==> config.mk <==
export PLATFORM = sky130hd
export DESIGN_NAME = freq_sweep_ctrl
export DESIGN_NICKNAME = d
export VERILOG_FILES = /design/src/rtl/freq_sweep_ctrl.sv
export SDC_FILE = /design/constraint.sdc
export NUM_CORES = 1
export LEC_CHECK = 0
export ABC_CLOCK_PERIOD_IN_PS = 8200
export BUFFER_PORTS_ARGS = -buffer_cell sky130_fd_sc_hd__clkbuf_2
export CAP_MARGIN = 20
export CORE_ASPECT_RATIO = 0.75
export CORE_MARGIN = 3
export CORE_UTILIZATION = 35
export DETAILED_ROUTE_END_ITERATION = 10
export GPL_TIMING_DRIVEN = 0
export PLACE_DENSITY = 0.55
export RECOVER_POWER = 100
export SLEW_MARGIN = 20
export SYNTH_ARGS = -nofsm -noshare
export SYNTH_HDL_FRONTEND = slang
export SYNTH_SLANG_ARGS = --single-unit
==> constraint.sdc <==
create_clock -name GCLK -period 8.2 [get_ports GCLK]
set_clock_uncertainty 0.15 [all_clocks]
set_input_delay 0 -clock GCLK [delete_from_list [all_inputs] [get_ports GCLK]]
set_output_delay 0 -clock GCLK [all_outputs]
set_load 0.05 [all_outputs]
==> src/rtl/freq_sweep_ctrl.sv <==
// -----------------------------------------------------------------------------
// freq_sweep_ctrl
//
// Sweep sequencer that produces phase-increment words for a DDS phase-input
// stream. The word steps through cfg_num_steps+1 frequencies in up-repeat,
// down-repeat, triangle or single-shot mode. Each frequency is presented once
// with a valid/ready handshake and then held for a programmable dwell.
//
// Ports:
//   GCLK           system clock
//   reset          synchronous, active-high reset (priority over MODULE_ENA)
//   MODULE_ENA     run enable; low returns to IDLE and clears all outputs
//   cfg_start      phase increment at index 0
//   cfg_step       increment added/subtracted per step (modulo 2^PINC_W)
//   cfg_num_steps  N, last index of the sweep
//   cfg_dwell      cycles held per frequency (0 behaves as 1)
//   cfg_mode       00 up-repeat, 01 down-repeat, 10 triangle, 11 single-shot
//   pinc_tdata     phase increment to DDS
//   pinc_tvalid    pinc_tdata valid (ISSUE state)
//   pinc_tready    DDS accepts the word
//   step_idx       current index
//   step_strobe    one-cycle pulse on the first ISSUE cycle of each word
//   busy           high in ISSUE and DWELL
//   sweep_done     high in DONE (single-shot only)
// -----------------------------------------------------------------------------
module freq_sweep_ctrl #(
    parameter int unsigned PINC_W  = 24,
    parameter int unsigned STEPS_W = 8,
    parameter int unsigned DWELL_W = 32
) (
    input  logic               GCLK,
    input  logic               reset,
    input  logic               MODULE_ENA,
    input  logic [PINC_W-1:0]  cfg_start,
    input  logic [PINC_W-1:0]  cfg_step,
    input  logic [STEPS_W-1:0] cfg_num_steps,
    input  logic [DWELL_W-1:0] cfg_dwell,
    input  logic [1:0]         cfg_mode,
    output logic [PINC_W-1:0]  pinc_tdata,
    output logic               pinc_tvalid,
    input  logic               pinc_tready,
    output logic [STEPS_W-1:0] step_idx,
    output logic               step_strobe,
    output logic               busy,
    output logic               sweep_done
);

    localparam logic [1:0] StIdle  = 2'd0;
    localparam logic [1:0] StIssue = 2'd1;
    localparam logic [1:0] StDwell = 2'd2;
    localparam logic [1:0] StDone  = 2'd3;

    localparam logic [1:0] ModeUp     = 2'b00;
    localparam logic [1:0] ModeDown   = 2'b01;
    localparam logic [1:0] ModeTri    = 2'b10;
    localparam logic [1:0] ModeSingle = 2'b11;

    // ------------------------------------------------------------------------
    // State
    // ------------------------------------------------------------------------
    logic [1:0]         state_q, state_d;
    logic [PINC_W-1:0]  pinc_q, pinc_d;
    logic [STEPS_W-1:0] idx_q, idx_d;
    logic               strobe_q, strobe_d;
    logic [DWELL_W-1:0] cnt_q, cnt_d;
    logic               dir_up_q, dir_up_d;

    // Shadow copies of the configuration, captured when leaving IDLE.
    logic [PINC_W-1:0]  start_q;
    logic [PINC_W-1:0]  step_q;
    logic [STEPS_W-1:0] num_q;
    logic [DWELL_W-1:0] dwell_last_q;
    logic [1:0]         mode_q;
    logic               load_cfg;
    logic [DWELL_W-1:0] dwell_last_in;

    // Next-word computation
    logic [STEPS_W-1:0] nxt_idx;
    logic [PINC_W-1:0]  nxt_pinc;
    logic               nxt_dir_up;
    logic               last_word;
    logic               at_end;
    logic               dwell_end;

    // Dwell of 0 is treated as 1, so the terminal count is max(dwell,1)-1.
    assign dwell_last_in = (cfg_dwell == '0) ? '0 : cfg_dwell - 1'b1;
    assign load_cfg      = (state_q == StIdle) && MODULE_ENA;

    assign at_end    = (idx_q == num_q);
    assign dwell_end = (cnt_q == dwell_last_q);

    // ------------------------------------------------------------------------
    // Next index / phase increment from the current word
    // ------------------------------------------------------------------------
    always_comb begin
        nxt_idx    = idx_q;
        nxt_pinc   = pinc_q;
        nxt_dir_up = dir_up_q;
        last_word  = 1'b0;

        unique case (mode_q)
            ModeUp, ModeSingle: begin
                if (at_end) begin
                    // Reload rather than accumulate so the sweep never drifts.
                    nxt_idx   = '0;
                    nxt_pinc  = start_q;
                    last_word = (mode_q == ModeSingle);
                end else begin
                    nxt_idx  = idx_q + 1'b1;
                    nxt_pinc = pinc_q + step_q;
                end
            end
            ModeDown: begin
                if (at_end) begin
                    nxt_idx  = '0;
                    nxt_pinc = start_q;
                end else begin
                    nxt_idx  = idx_q + 1'b1;
                    nxt_pinc = pinc_q - step_q;
                end
            end
            ModeTri: begin
                if (num_q == '0) begin
                    // Single-point triangle: keep reissuing the start word.
                    nxt_idx  = '0;
                    nxt_pinc = start_q;
                end else if (dir_up_q) begin
                    if (at_end) begin
                        nxt_dir_up = 1'b0;
                        nxt_idx    = idx_q - 1'b1;
                        nxt_pinc   = pinc_q - step_q;
                    end else begin
                        nxt_idx  = idx_q + 1'b1;
                        nxt_pinc = pinc_q + step_q;
                    end
                end else begin
                    if (idx_q == '0) begin
                        nxt_dir_up = 1'b1;
                        nxt_idx    = idx_q + 1'b1;
                        nxt_pinc   = pinc_q + step_q;
                    end else begin
                        nxt_idx  = idx_q - 1'b1;
                        nxt_pinc = pinc_q - step_q;
                    end
                end
            end
        endcase
    end

    // ------------------------------------------------------------------------
    // Sequencer
    // ------------------------------------------------------------------------
    always_comb begin
        state_d  = state_q;
        pinc_d   = pinc_q;
        idx_d    = idx_q;
        strobe_d = 1'b0;
        cnt_d    = cnt_q;
        dir_up_d = dir_up_q;

        unique case (state_q)
            StIdle: begin
                if (MODULE_ENA) begin
                    state_d  = StIssue;
                    pinc_d   = cfg_start;
                    idx_d    = '0;
                    strobe_d = 1'b1;
                    cnt_d    = '0;
                    dir_up_d = 1'b1;
                end
            end
            StIssue: begin
                // Word and counter are frozen until the DDS takes the word.
                if (pinc_tready) begin
                    state_d = StDwell;
                    cnt_d   = '0;
                end
            end
            StDwell: begin
                if (dwell_end) begin
                    if (last_word) begin
                        state_d = StDone;
                    end else begin
                        state_d  = StIssue;
                        pinc_d   = nxt_pinc;
                        idx_d    = nxt_idx;
                        dir_up_d = nxt_dir_up;
                        strobe_d = 1'b1;
                    end
                end else begin
                    cnt_d = cnt_q + 1'b1;
                end
            end
            StDone: begin
                state_d = StDone;
            end
        endcase

        // Dropping the enable abandons any word in flight.
        if (!MODULE_ENA) begin
            state_d  = StIdle;
            pinc_d   = '0;
            idx_d    = '0;
            strobe_d = 1'b0;
            cnt_d    = '0;
            dir_up_d = 1'b1;
        end
    end

    always_ff @(posedge GCLK) begin
        if (reset) begin
            state_q  <= StIdle;
            pinc_q   <= '0;
            idx_q    <= '0;
            strobe_q <= 1'b0;
            cnt_q    <= '0;
            dir_up_q <= 1'b1;
        end else begin
            state_q  <= state_d;
            pinc_q   <= pinc_d;
            idx_q    <= idx_d;
            strobe_q <= strobe_d;
            cnt_q    <= cnt_d;
            dir_up_q <= dir_up_d;
        end
    end

    always_ff @(posedge GCLK) begin
        if (reset) begin
            start_q      <= '0;
            step_q       <= '0;
            num_q        <= '0;
            dwell_last_q <= '0;
            mode_q       <= ModeUp;
        end else if (load_cfg) begin
            start_q      <= cfg_start;
            step_q       <= cfg_step;
            num_q        <= cfg_num_steps;
            dwell_last_q <= dwell_last_in;
            mode_q       <= cfg_mode;
        end
    end

    // ------------------------------------------------------------------------
    // Outputs
    // ------------------------------------------------------------------------
    assign pinc_tdata  = pinc_q;
    assign pinc_tvalid = (state_q == StIssue);
    assign step_idx    = idx_q;
    assign step_strobe = strobe_q;
    assign busy        = (state_q == StIssue) || (state_q == StDwell);
    assign sweep_done  = (state_q == StDone);

endmodule

==> results of run 1 <==
## repair_timing
| item | CTS | global route |
|---|---|---|
| endpoints found under the setup margin | 0 | 0 |
| setup buffers | 0 | 0 |
| hold buffers | 111 | 0 |
| hold endpoints to repair | 117 | 0 |
## layout make-up
class	instances	area share, %
Tap cell	392	3.66
Buffer	86	2.63
Clock inverter	11	1.01
Inverter	55	1.54
Clock buffer	19	3.31
Multi-Input combinational cell	1109	51.5
Timing Repair Buffer	240	12.8
Sequential cell	158	23.6
## critical path, stage by stage (launching register included)
cell      delay (ns)
dfxtp_1         0.52
xor2_1          0.11
nor4_1          0.54
and2_0          0.20
clkbuf_1        0.45
and3_1          0.23
clkbuf_1        0.35
a21o_1          0.28
clkbuf_1        0.62
clkbuf_1        0.71
a21oi_1         0.07
o21ai_0         0.18
nand2_1         0.06
## sequential cells by signal, indices dropped and copies added, names as in the netlist, 8 cells and up
signal	count
dwell_last_q	32
cnt_q	32
start_q	24
pinc_tdata	24
step_idx	8
step_q	24
num_q	8
## final timing paths
check | slack (ns) | endpoint | start
setup / recovery | 3.57 | dir_up_q | step_idx[0]
hold / removal | 0.16 | pinc_tdata[15] | reset
setup reg to reg | 3.57 | dir_up_q | step_idx[0]
hold reg to reg | 0.31 | start_q[6] | start_q[6]
## metal layers
metal  wire length [um]  GRT usage, %  part of all wire [%]  vias to the layer above
met5                  0             0                     0                        -
met4                439          4.46                   1.1                        0
met3               3480          4.82                   8.7                       34
met2              16000          33.4                    40                      440
met1              20100          37.5                    50                     5307
li1                   -             -                     -                     5463
## logic make-up (layout without fill, tap and decap cells)
kind of cell,Yosys count,count (layout),synth area share (%)
AND/OR/NAND/NOR,532,532,23.3
buffers and inverters,141,411,5.41
adder cells (fa/ha/maj),61,61,7.27
AO/OA/AOI/OAI,362,362,21.6
flip-flops,158,158,29.5
multiplexers,14,14,1.34
XOR/XNOR,140,140,11.5
## metrics by stage
stage	area (um^2)	util, %	total power [mW]	worst slack, ns
4_1_cts	13500	45.7	2.32	4.56
6_report	13400	45.3	2.31	3.57
3_5_place_dp	11800	40.0	1.47	4.56
2_1_floorplan	10700	-	1.27	5.11
5_1_grt	13400	45.3	2.41	3.37
3_3_place_gp	11800	40.0	1.46	4.57
## cell usage in the layout, fill, tap and decap left out, drive strengths merged, types with 11 or more instances in the layout
cell         instances
clkbuf             214
nand2              205
dfxtp              158
nor2               156
a21oi              147
dlygate4sd3        111
xnor2               80
xor2                60
ha                  59
inv                 58
o21ai               51
nand3               36
a22oi               30
nand4               21
nor3                20
buf                 20
a221oi              19
nor4                18
a211oi              15
and3                13
or3                 11
mux2i               11
## report_power, final
group / switching, mW / total [mW] / leakage (nW) / internal [mW]
Sequential: 0.0401 / 0.845 / 1.29 / 0.805
Combinational: 0.423 / 0.660 / 3.74 / 0.237
Clock: 0.348 / 0.806 / 0.273 / 0.458
==> summary.md, run 1 <==
| Metric | Value |
|---|---|
| Drt wl/cell | `19.3 um` |
| Synth-to-layout area growth | `25.2%` |
| DR pass1 iterations | `5` |
| FFs w/ async S/R, synth | `0%` |
| Total grt overflow | `0` |
| H-tree Lvls | `4` |
| Fin. max-slew vios | `11` |
| Root buffer cell | `clkbuf_16` |
| Fmax | `216 MHz` |
| Final hold violation count | `0` |
| Minimum clock period | `4.63 ns` |
| DRT iter0 DRCs | `1071` |
| Footprint of the multi-input gates | `0.00690 mm^2` |
| Number of synthesized register bits | `158` |
| Gpl congestion | `0.917` |
| Max-slew headroom | `-5.38%` |
| Worst r2r path cells | `12` |
| RSZ-0062 raised after global routing | `false` |
| Syn nets | `1563` |
| Clock-pin slew on the worst setup and hold paths | `0.07 ns` |
| Post-synthesis sequential area ratio | `29.5%` |
| Final std cells w/o fill | `2070` |
| Post-synthesis cell type count | `80` |
| Final setup violating endpoints | `0` |
| Crit-path max FO | `10` |
| Worst EP required | `8.34 ns` |
| WHS Path Cells | `4` |
| Worst skew pair latency | `0.44 ns` |
| Worst-Margin Slew | `1.58 ns` |
| Hold_ws | `0.161 ns` |
| Total CTS buffers | `17` |
| Vias | `11200` |
| CTS resizes | `0` |
| Top_reg_cell synth | `dfxtp_1` |
| I/O Buffers | `129` |
| Detailed Place HPWL | `30400 um` |
| Largest net degree at the start of global routing | `17` |
| Die Footprint | `0.0327 mm^2` |
| Initial antenna violation count | `0` |
| Setup TNS | `0 ns` |
| # rows | `54` |
| Post-synth top area share | `29.5%` |
| Layout cells sized above 1 | `9.30%` |
| Synth warnings | `0` |
| Syn avg cell area | `7.60 um^2` |
| Cell Pwr Density | `172 mW/mm^2` |
| Starting Density | `36.2%` |
| Top post-synthesis cells by area | `dfxtp_1 30%, nand2_1 7.2%, ha_1 6.9%, a21oi_1 6.8%, xnor2_1 6.5%` |
| Die H | `157 um` |
| Post-synth EDFFs | `0` |
| CTS Sinks | `158` |
| CTS tree | `done` |
| Vias in the first global route | `10300` |
| Final period utilization | `56.4%` |
| # Max-Cap Violations | `1` |
| Final wirelength | `40000 um` |
| DR vias/cell | `5.43` |
| Global-route wire length before repair | `60900 um` |
| Clk buf depth | `2` |
| Register area | `0.00316 mm^2` |
| Nets | `1822` |
| CP Capture Type | `flip-flop` |
| Worst Setup Start Kind | `flip-flop` |
| Synthesized area | `0.0107 mm^2` |
| Arr. time, crit path | `4.77 ns` |
| Placed cells | `1929` |
| Core box area | `0.0296 mm^2` |
| Most frequent cell after synthesis | `nand2_1` |
| VDD IR-drop max | `0.139 mV` |
| Fillers | `3011` |
| ANT cells | `0` |
| Hold Crit Class | `in2reg` |
| Synth top cells by count | `205 x nand2_1, 158 x dfxtp_1, 155 x nor2_1` |
| Drt drc | `0` |
| Critical path class | `reg2reg` |
| Post-route ant nets | `0` |
| IO Count | `130` |
| Die width | `208 um` |
| LEAKAGE | `5.30 nW` |
| Violations in the final reports | `capacitance limit, slew limit` |
| Status | `complete, but fails checks` |
| Gr usage total | `23.9%` |
| Post-synth top area cell | `dfxtp_1` |
| Mapped Cells | `1408` |
Note: power is estimated with default switching activity, not from simulation.
==> run 2, diff against run 1 <==
ABC_AREA = 1   (was default)
ABC_CLOCK_PERIOD_IN_PS = 3890   (was 8200)
PLACE_DENSITY = 0.56   (was 0.55)
clock period = 3.89 ns   (was 8.2 ns; I/O delays follow)
==> run 2 against run 1 <==
The run now ends clean. Final cell count rose by 30%. Total power rose by 120%. Via count increased by 22%. Sequential power rose by 110%. Clock power increased by 120%. Global-route usage is 2.0 points higher. Routed wire length up 18%. Worst setup slack got worse by 3.2 ns. First-iteration DRC count grew 3.7%. Synthesized cell count rose by 39%. Sequential share of layout area is 2.5 points lower. Critical endpoint is now dwell_last_q[24]. Largest cell class unchanged.
==> summary.md, run 2 <==
| Metric | Value |
|---|---|
| Sequential share of power | `35.1% (-1.5 points)` |
| Gpl congestion | `0.971 (+5.9%)` |
| Number of synthesized register bits | `158 (unchanged)` |
| Top_reg_cell synth | `dfxtp_1` |
| Drt drc | `0 (unchanged)` |
| CTS resizes | `0 (unchanged)` |
| Post-synthesis sequential area ratio | `26.2% (-3.3 points)` |
| Die Footprint | `0.0368 mm^2 (+12%)` |
| Vias | `13700 (+22%)` |
| Cell Pwr Density | `339 mW/mm^2 (+97%)` |
| Clock group share of total power | `34.7% (-0.2 points)` |
| Total grt overflow | `0 (unchanged)` |
| VDD IR-drop max | `0.218 mV (+56%)` |
| Post-CTS setup buffers | `0 (unchanged)` |
| DRT iter0 DRCs | `1111 (+3.7%)` |
| CP Capture Type | `flip-flop` |
| Minimum clock period | `3.53 ns (-1.10 ns)` |
| Die width | `220 um (+6.0%)` |
| Detailed Place HPWL | `37300 um (+23%)` |
| Core box area | `0.0337 mm^2 (+14%)` |
| Most frequent cells in the layout | `466 x nand2_1, 246 x nor2_1, 211 x inv_1` |
| Root buffer cell | `clkbuf_16` |
| Synth top cells by count | `464 x nand2_1, 246 x nor2_1, 208 x inv_1` |
| Starting Density | `35.8% (-0.39 points)` |
| H-tree Lvls | `4 (unchanged)` |
| # Max-Cap Violations | `0 (-1)` |
| Post-synth EDFFs | `0 (unchanged)` |
| Most frequent cell after synthesis | `nand2_1` |
| Drt wl/cell | `17.6 um (-9.1%)` |
| DR pass1 iterations | `5 (unchanged)` |
| Worst EP required | `4.06 ns (-4.28 ns)` |
| Arr. time, crit path | `3.70 ns (-1.07 ns)` |
| Footprint of the multi-input gates | `0.00770 mm^2 (+12%)` |
| Nets | `2382 (+31%)` |
| Synthesized area | `0.0121 mm^2 (+13%)` |
| I/O Buffers | `128 (-0.78%)` |
| CTS Sinks | `158 (unchanged)` |
| Total CTS buffers | `17 (unchanged)` |
| RSZ-0062 raised after global routing | `false` |
| Max-slew headroom | `37.1% (+42 points)` |
| Clock-pin slew on the worst setup and hold paths | `0.07 ns (about the same)` |
| Commonest non-fill, non-tap cell in the layout | `nand2_1` |
| Worst Setup Start Kind | `flip-flop` |
| ANT cells | `0 (unchanged)` |
| Layout cells sized above 1 | `9.11% (-0.19 points)` |
| Share of total power in combinational logic | `30.2% (+1.6 points)` |
| Synth warnings | `0 (unchanged)` |
| # rows | `58 (+7.4%)` |
| P_int | `3.19 mW (+110%)` |
| Initial antenna violation count | `1 (+1)` |
| Cts hold-fix bufs | `119 (+7.2%)` |
| Syn avg cell area | `6.16 um^2 (-19%)` |
| Final setup violating endpoints | `0 (unchanged)` |
| Worst-Margin Slew | `0.943 ns (-0.634 ns)` |
| CTS tree | `done` |
| Status | `finished, final reports clean` |
| Post-synth top area share | `26.2% (-3.3 points)` |
| Switch share | `37.3% (+2.2 points)` |
| Post-synthesis cell type count | `50 (-38%)` |
| Vias in the first global route | `13100 (+27%)` |
| Gr usage total | `25.9% (+2.0 points)` |
| Post-synth top area cell | `dfxtp_1` |
| Net switching power figure | `1.90 mW (+130%)` |
| DR vias/cell | `5.10 (-6.1%)` |
| Fin. max-slew vios | `0 (-11)` |
| Fmax | `284 MHz (+31%)` |
| Final hold violation count | `0 (unchanged)` |
| FFs w/ async S/R, synth | `0% (unchanged)` |
| Largest regs | `cnt_q (32), dwell_last_q (32)` |
| Core Util, Final | `44.4% (-0.86 points)` |
| Worst skew pair latency | `0.46 ns (+0.02 ns)` |
| Critical path class | `reg2reg` |
| Register area | `0.00316 mm^2 (unchanged)` |
| Largest net degree at the start of global routing | `17 (unchanged)` |
| Synth-to-layout area growth | `24.2%` |
| Top post-synthesis cells by area | `dfxtp_1 26%, nand2_1 14%, a21oi_1 8.1%, nor2_1 7.6%, nand3_1 6.6%` |
| Setup TNS | `0 ns (unchanged)` |
| Hold Crit Class | `in2reg` |
| Final period utilization | `90.6% (+34 points)` |
| Mapped Cells | `1961 (+39%)` |
| Die H | `167 um (+6.0%)` |
| Global-route wire length before repair | `73600 um (+21%)` |
| Crit-path max FO | `10 (unchanged)` |
| Clk buf depth | `2 (unchanged)` |
| IO Count | `130 (unchanged)` |
| LEAKAGE | `6.49 nW (+22%)` |
| Post-route ant nets | `0 (unchanged)` |
| Final wirelength | `47300 um (+18%)` |
| Syn nets | `2116 (+35%)` |
| Fillers | `3670 (+22%)` |
==> run 2: logic make-up (layout without fill, tap and decap cells) <==
| family | count (synthesis) | count (layout) | synth area share (%) |
|---|---|---|---|
| adders and majority gates | 61 | 61 | 6.45 |
| AOI/OAI and AO/OA | 362 | 362 | 15.9 |
| and+or+nand+nor | 1007 | 1007 | 35.9 |
| buffers and inverters | 295 | 574 | 9.94 |
| DFF | 158 | 158 | 26.2 |
| xor gates and xnor gates | 78 | 78 | 5.66 |
==> run 2: final cells by class <==
cell class | count | share of cell area (%)
buffer | 76 | 2.38
clock buffer | 20 | 2.98
clock inverter | 12 | 0.993
inverter | 219 | 5.50
multi-input combinational | 1508 | 51.4
sequential | 158 | 21.1
tap | 450 | 3.76
timing repair buffer | 247 | 11.9
==> run 2: critical path: stages (launching register included) <==
cell	delay, ns
dfxtp_1	0.38
inv_1	0.10
ha_1	0.26
nand2_1	0.26
clkinv_1	0.57
nand2_4	0.36
clkinvlp_2	0.35
buf_6	0.26
nand3_1	0.08
dlygate4sd3_1	0.56
a21oi_1	0.06
==> run 2: final timing paths <==
check	startpoint	end	slack (ns)	cells after the start
setup / recovery	state_q[0]	dwell_last_q[24]	0.36	10
hold / removal	cfg_dwell[31]	dwell_last_q[1]	0.04	7
setup reg to reg	state_q[0]	dwell_last_q[24]	0.36	10
hold reg to reg	dwell_last_q[3]	dwell_last_q[3]	0.33	2
==> run 2: through the flow <==
step | instance area [um^2] | hold WS [ns] | worst slack (ns) | std cells | power [mW]
3_5_place_dp | 13300 | 0.123 | 0.877 | 2539 | 3.24
5_1_grt | 15000 | 0.0978 | 0.170 | 2690 | 5.36
4_1_cts | 15100 | 0.0316 | 0.405 | 2690 | 5.11
3_3_place_gp | 13300 | 0.116 | 0.896 | 2539 | 3.24
6_report | 15000 | 0.0355 | 0.364 | 2690 | 5.09
2_1_floorplan | 12100 | 0.0167 | 1.41 | 1961 | 2.76
==> run 2: power by group through the flow <==
stage	Clock (mW)	Sequential, mW	Combinational (mW)
3_5_place_dp	0	1.82	1.42
6_report	1.77	1.78	1.53
4_1_cts	1.80	1.78	1.52
3_3_place_gp	0	1.82	1.42
2_1_floorplan	0	1.85	0.904
5_1_grt	1.87	1.79	1.70
==> run 2: routing by layer <==
metal  routed length (um)  vias to the layer above  track usage [%]
met1                21900                     6366             35.6
met5                    0                        -                0
met2                21900                      415             42.5
met3                 2790                       49             4.60
met4                  716                        0             5.18
li1                     -                     6890                -
==> run 3, diff against run 2 <==
ABC_AREA = default   (was 1)
PLACE_DENSITY = 0.57   (was 0.56)
==> run 3 against run 2 <==
First-iteration DRC count grew 18%. Design area shrank 10%. Critical path depth grew 1. Flip-flop and latch count is the same. Largest power group unchanged.
==> summary.md, run 3 (synthesis gave the netlist of run 1 again) <==
| Metric | Value |
|---|---|
| Worst path max stage delay | `0.44 ns (-0.13 ns)` |
| Crit path cell chain | `ha_1 > fa_1 > nor2b_1 > o311ai_2 > nand3_1 > a31oi_1 > o21ai_1 > a21boi_0 > xor2_1 > a221oi_1 > o21ai_0` |
| Net switching power figure | `1.75 mW (-7.7%)` |
| Status | `finished, final reports clean` |
| Sequential share of power | `36.2% (+1.1 points)` |
| Gr usage total | `23.9% (-1.9 points)` |
| Drt wl/cell | `19.4 um (+10%)` |
| Largest net degree at the start of global routing | `17 (unchanged)` |
| Total CTS buffers | `17 (unchanged)` |
| CTS tree | `done` |
| Critical path class | `reg2reg` |
| P_int | `3.17 mW (-0.73%)` |
| Vias | `11400 (-17%)` |
| Commonest non-fill, non-tap cell in the layout | `nand2_1` |
| Layout cells sized above 1 | `9.93% (+0.82 points)` |
| Die Footprint | `0.0327 mm^2 (-11%)` |
| Synth-to-layout area growth | `25.9%` |
| Share of total power in combinational logic | `28.7% (-1.5 points)` |
| H-tree Lvls | `4 (unchanged)` |
| Cell Pwr Density | `365 mW/mm^2 (+7.5%)` |
| Clock-pin slew on the worst setup and hold paths | `0.07 ns (about the same)` |
| Core Util, Final | `45.6% (+1.1 points)` |
| Root buffer cell | `clkbuf_16` |
| Clock group share of total power | `35.1% (+0.4 points)` |
| DRT iter0 DRCs | `1308 (+18%)` |
| Starting Density | `36.2% (+0.39 points)` |
| CTS Sinks | `158 (unchanged)` |
| LEAKAGE | `5.34 nW (-18%)` |
| Placed Instance Area | `0.0118 mm^2 (-11%)` |
| Nets | `1826 (-23%)` |
| Worst-Margin Slew | `0.859 ns (-0.0845 ns)` |
| Die H | `157 um (-5.6%)` |
| Final wirelength | `40200 um (-15%)` |
| Crit-path max FO | `4 (-6)` |
| IO Count | `130 (unchanged)` |
| Vias in the first global route | `10500 (-20%)` |
| DR vias/cell | `5.48 (+7.5%)` |
| Switch share | `35.6% (-1.7 points)` |
| Fmax | `269 MHz (-5.2%)` |
| Global-route wire length before repair | `60900 um (-17%)` |
| Placed cells | `1929 (-24%)` |
| Final hold violation count | `0 (unchanged)` |
| Core box area | `0.0296 mm^2 (-12%)` |
| Arr. time, crit path | `3.90 ns (+0.20 ns)` |
| Final setup violating endpoints | `0 (unchanged)` |
| Fillers | `3009 (-18%)` |
| ANT cells | `0 (unchanged)` |
| Largest regs | `cnt_q (32), dwell_last_q (32)` |
| # Max-Cap Violations | `0 (unchanged)` |
| Max-slew headroom | `42.5% (+5.4 points)` |
| Final std cells w/o fill | `2074 (-23%)` |
| Final Instance Area | `0.0135 mm^2 (-10%)` |
| Final period utilization | `95.6% (+5.0 points)` |
| Total grt overflow | `0 (unchanged)` |
| Most frequent cells in the layout | `205 x nand2_1, 158 x dfxtp_1, 155 x nor2_1` |
| Die width | `208 um (-5.7%)` |
| Gpl congestion | `0.926 (-4.7%)` |
| Worst Setup Start Kind | `flip-flop` |
| Worst skew pair latency | `0.46 ns (about the same)` |
| Clk buf depth | `2 (unchanged)` |
| CP Capture Type | `flip-flop` |
| CP max stage cell | `fa_1` |
| Worst EP required | `4.07 ns (about the same)` |
| I/O Buffers | `129 (+0.78%)` |
| Drt drc | `0 (unchanged)` |
| Detailed Place HPWL | `30200 um (-19%)` |
| Minimum clock period | `3.72 ns (+0.195 ns)` |
| Delay-heaviest family, CP | `compound AO/OA/AOI/OAI gates` |
| Bufs and invs on worst path | `0 (-5)` |
| Hold Crit Class | `in2reg` |
| RSZ-0062 raised after global routing | `false` |
| VDD IR-drop max | `0.318 mV (+46%)` |
| Fin. max-slew vios | `0 (unchanged)` |
| Post-CTS setup buffers | `0 (unchanged)` |
| Initial antenna violation count | `0 (-1)` |
| # rows | `54 (-6.9%)` |
| Post-route ant nets | `0 (unchanged)` |
| DR pass1 iterations | `6 (+1)` |
| Setup TNS | `0 ns (unchanged)` |
-- run 3: cell types whose count changed in the layout (fill, tap and decap cells not counted), moves of 30 or more --
cell,previous run,this run
nand2_1,466,205
a22oi_1,0,30
o21ai_0,122,39
nor2_1,246,155
nand3_1,160,36
xnor2_1,41,80
a21oi_1,196,146
inv_1,211,53
-- run 3: final cells by class --
type	count	area (um^2)	share of cell area [%]
multi-input cells	1109	6930	51.4
flip-flops and latches	158	3160	23.5
repair buffers	244	1750	13.0
well taps	392	490	3.64
clock buffers	18	439	3.26
plain buffers	86	364	2.70
inverters	55	206	1.53
clock inverters	12	138	1.02
-- run 3: power groups by stage --
| stage | logic, mW | registers [mW] | clock network (mW) |
|---|---|---|---|
| global route | 1.52 | 1.79 | 1.80 |
| floorplan | 0.829 | 1.84 | 0 |
| global placement | 1.27 | 1.81 | 0 |
| detailed placement | 1.28 | 1.82 | 0 |
| CTS | 1.38 | 1.78 | 1.74 |
| finish | 1.41 | 1.78 | 1.73 |
-- run 3: repair_timing --
item / 4_1_cts / 5_1_grt
endpoints found under the hold margin: 117 / 0
hold buffers: 115 / 0
setup endpoints to repair: 0 / 1
gates resized for setup: 0 / 1
-- run 3: per-stage QoR --
| stage | setup WS (ns) | hold slack (ns) | power [mW] |
|---|---|---|---|
| 4_1_cts | 0.240 | 0.117 | 4.90 |
| 2_1_floorplan | 0.798 | -0.0140 | 2.67 |
| 3_5_place_dp | 0.270 | 0.0819 | 3.10 |
| 5_1_grt | 0.0406 | 0.164 | 5.12 |
| 3_3_place_gp | 0.263 | 0.0763 | 3.09 |
| 6_report | 0.169 | 0.159 | 4.92 |
-- run 3: final timing paths --
path / cells after the start / start / slack (ns) / to
min: 4 / reset / 0.16 / pinc_tdata[15]
min reg2reg: 2 / start_q[0] / 0.31 / start_q[0]
max: 11 / pinc_tdata[0] / 0.17 / pinc_tdata[20]
max reg2reg: 11 / pinc_tdata[0] / 0.17 / pinc_tdata[20]
-- run 3: worst reg2reg max path: stages, from the launching register on --
cell and delay (ns):
dfxtp_1 0.36, ha_1 0.28, fa_1 0.44, nor2b_1 0.19
o311ai_2 0.39, nand3_1 0.20, a31oi_1 0.37, o21ai_1 0.28
a21boi_0 0.39, xor2_1 0.11, a221oi_1 0.32, o21ai_0 0.12
-- run 3: layer usage --
metal | vias up | share of wire, % | wire length [um] | track usage [%]
met5 | - | 0 | 0 | 0
met4 | 0 | 2.3 | 907 | 6.87
met3 | 53 | 8.7 | 3520 | 5.74
met2 | 484 | 39 | 15800 | 32.9
met1 | 5370 | 50 | 20000 | 36.6
li1 | 5466 | - | - | -
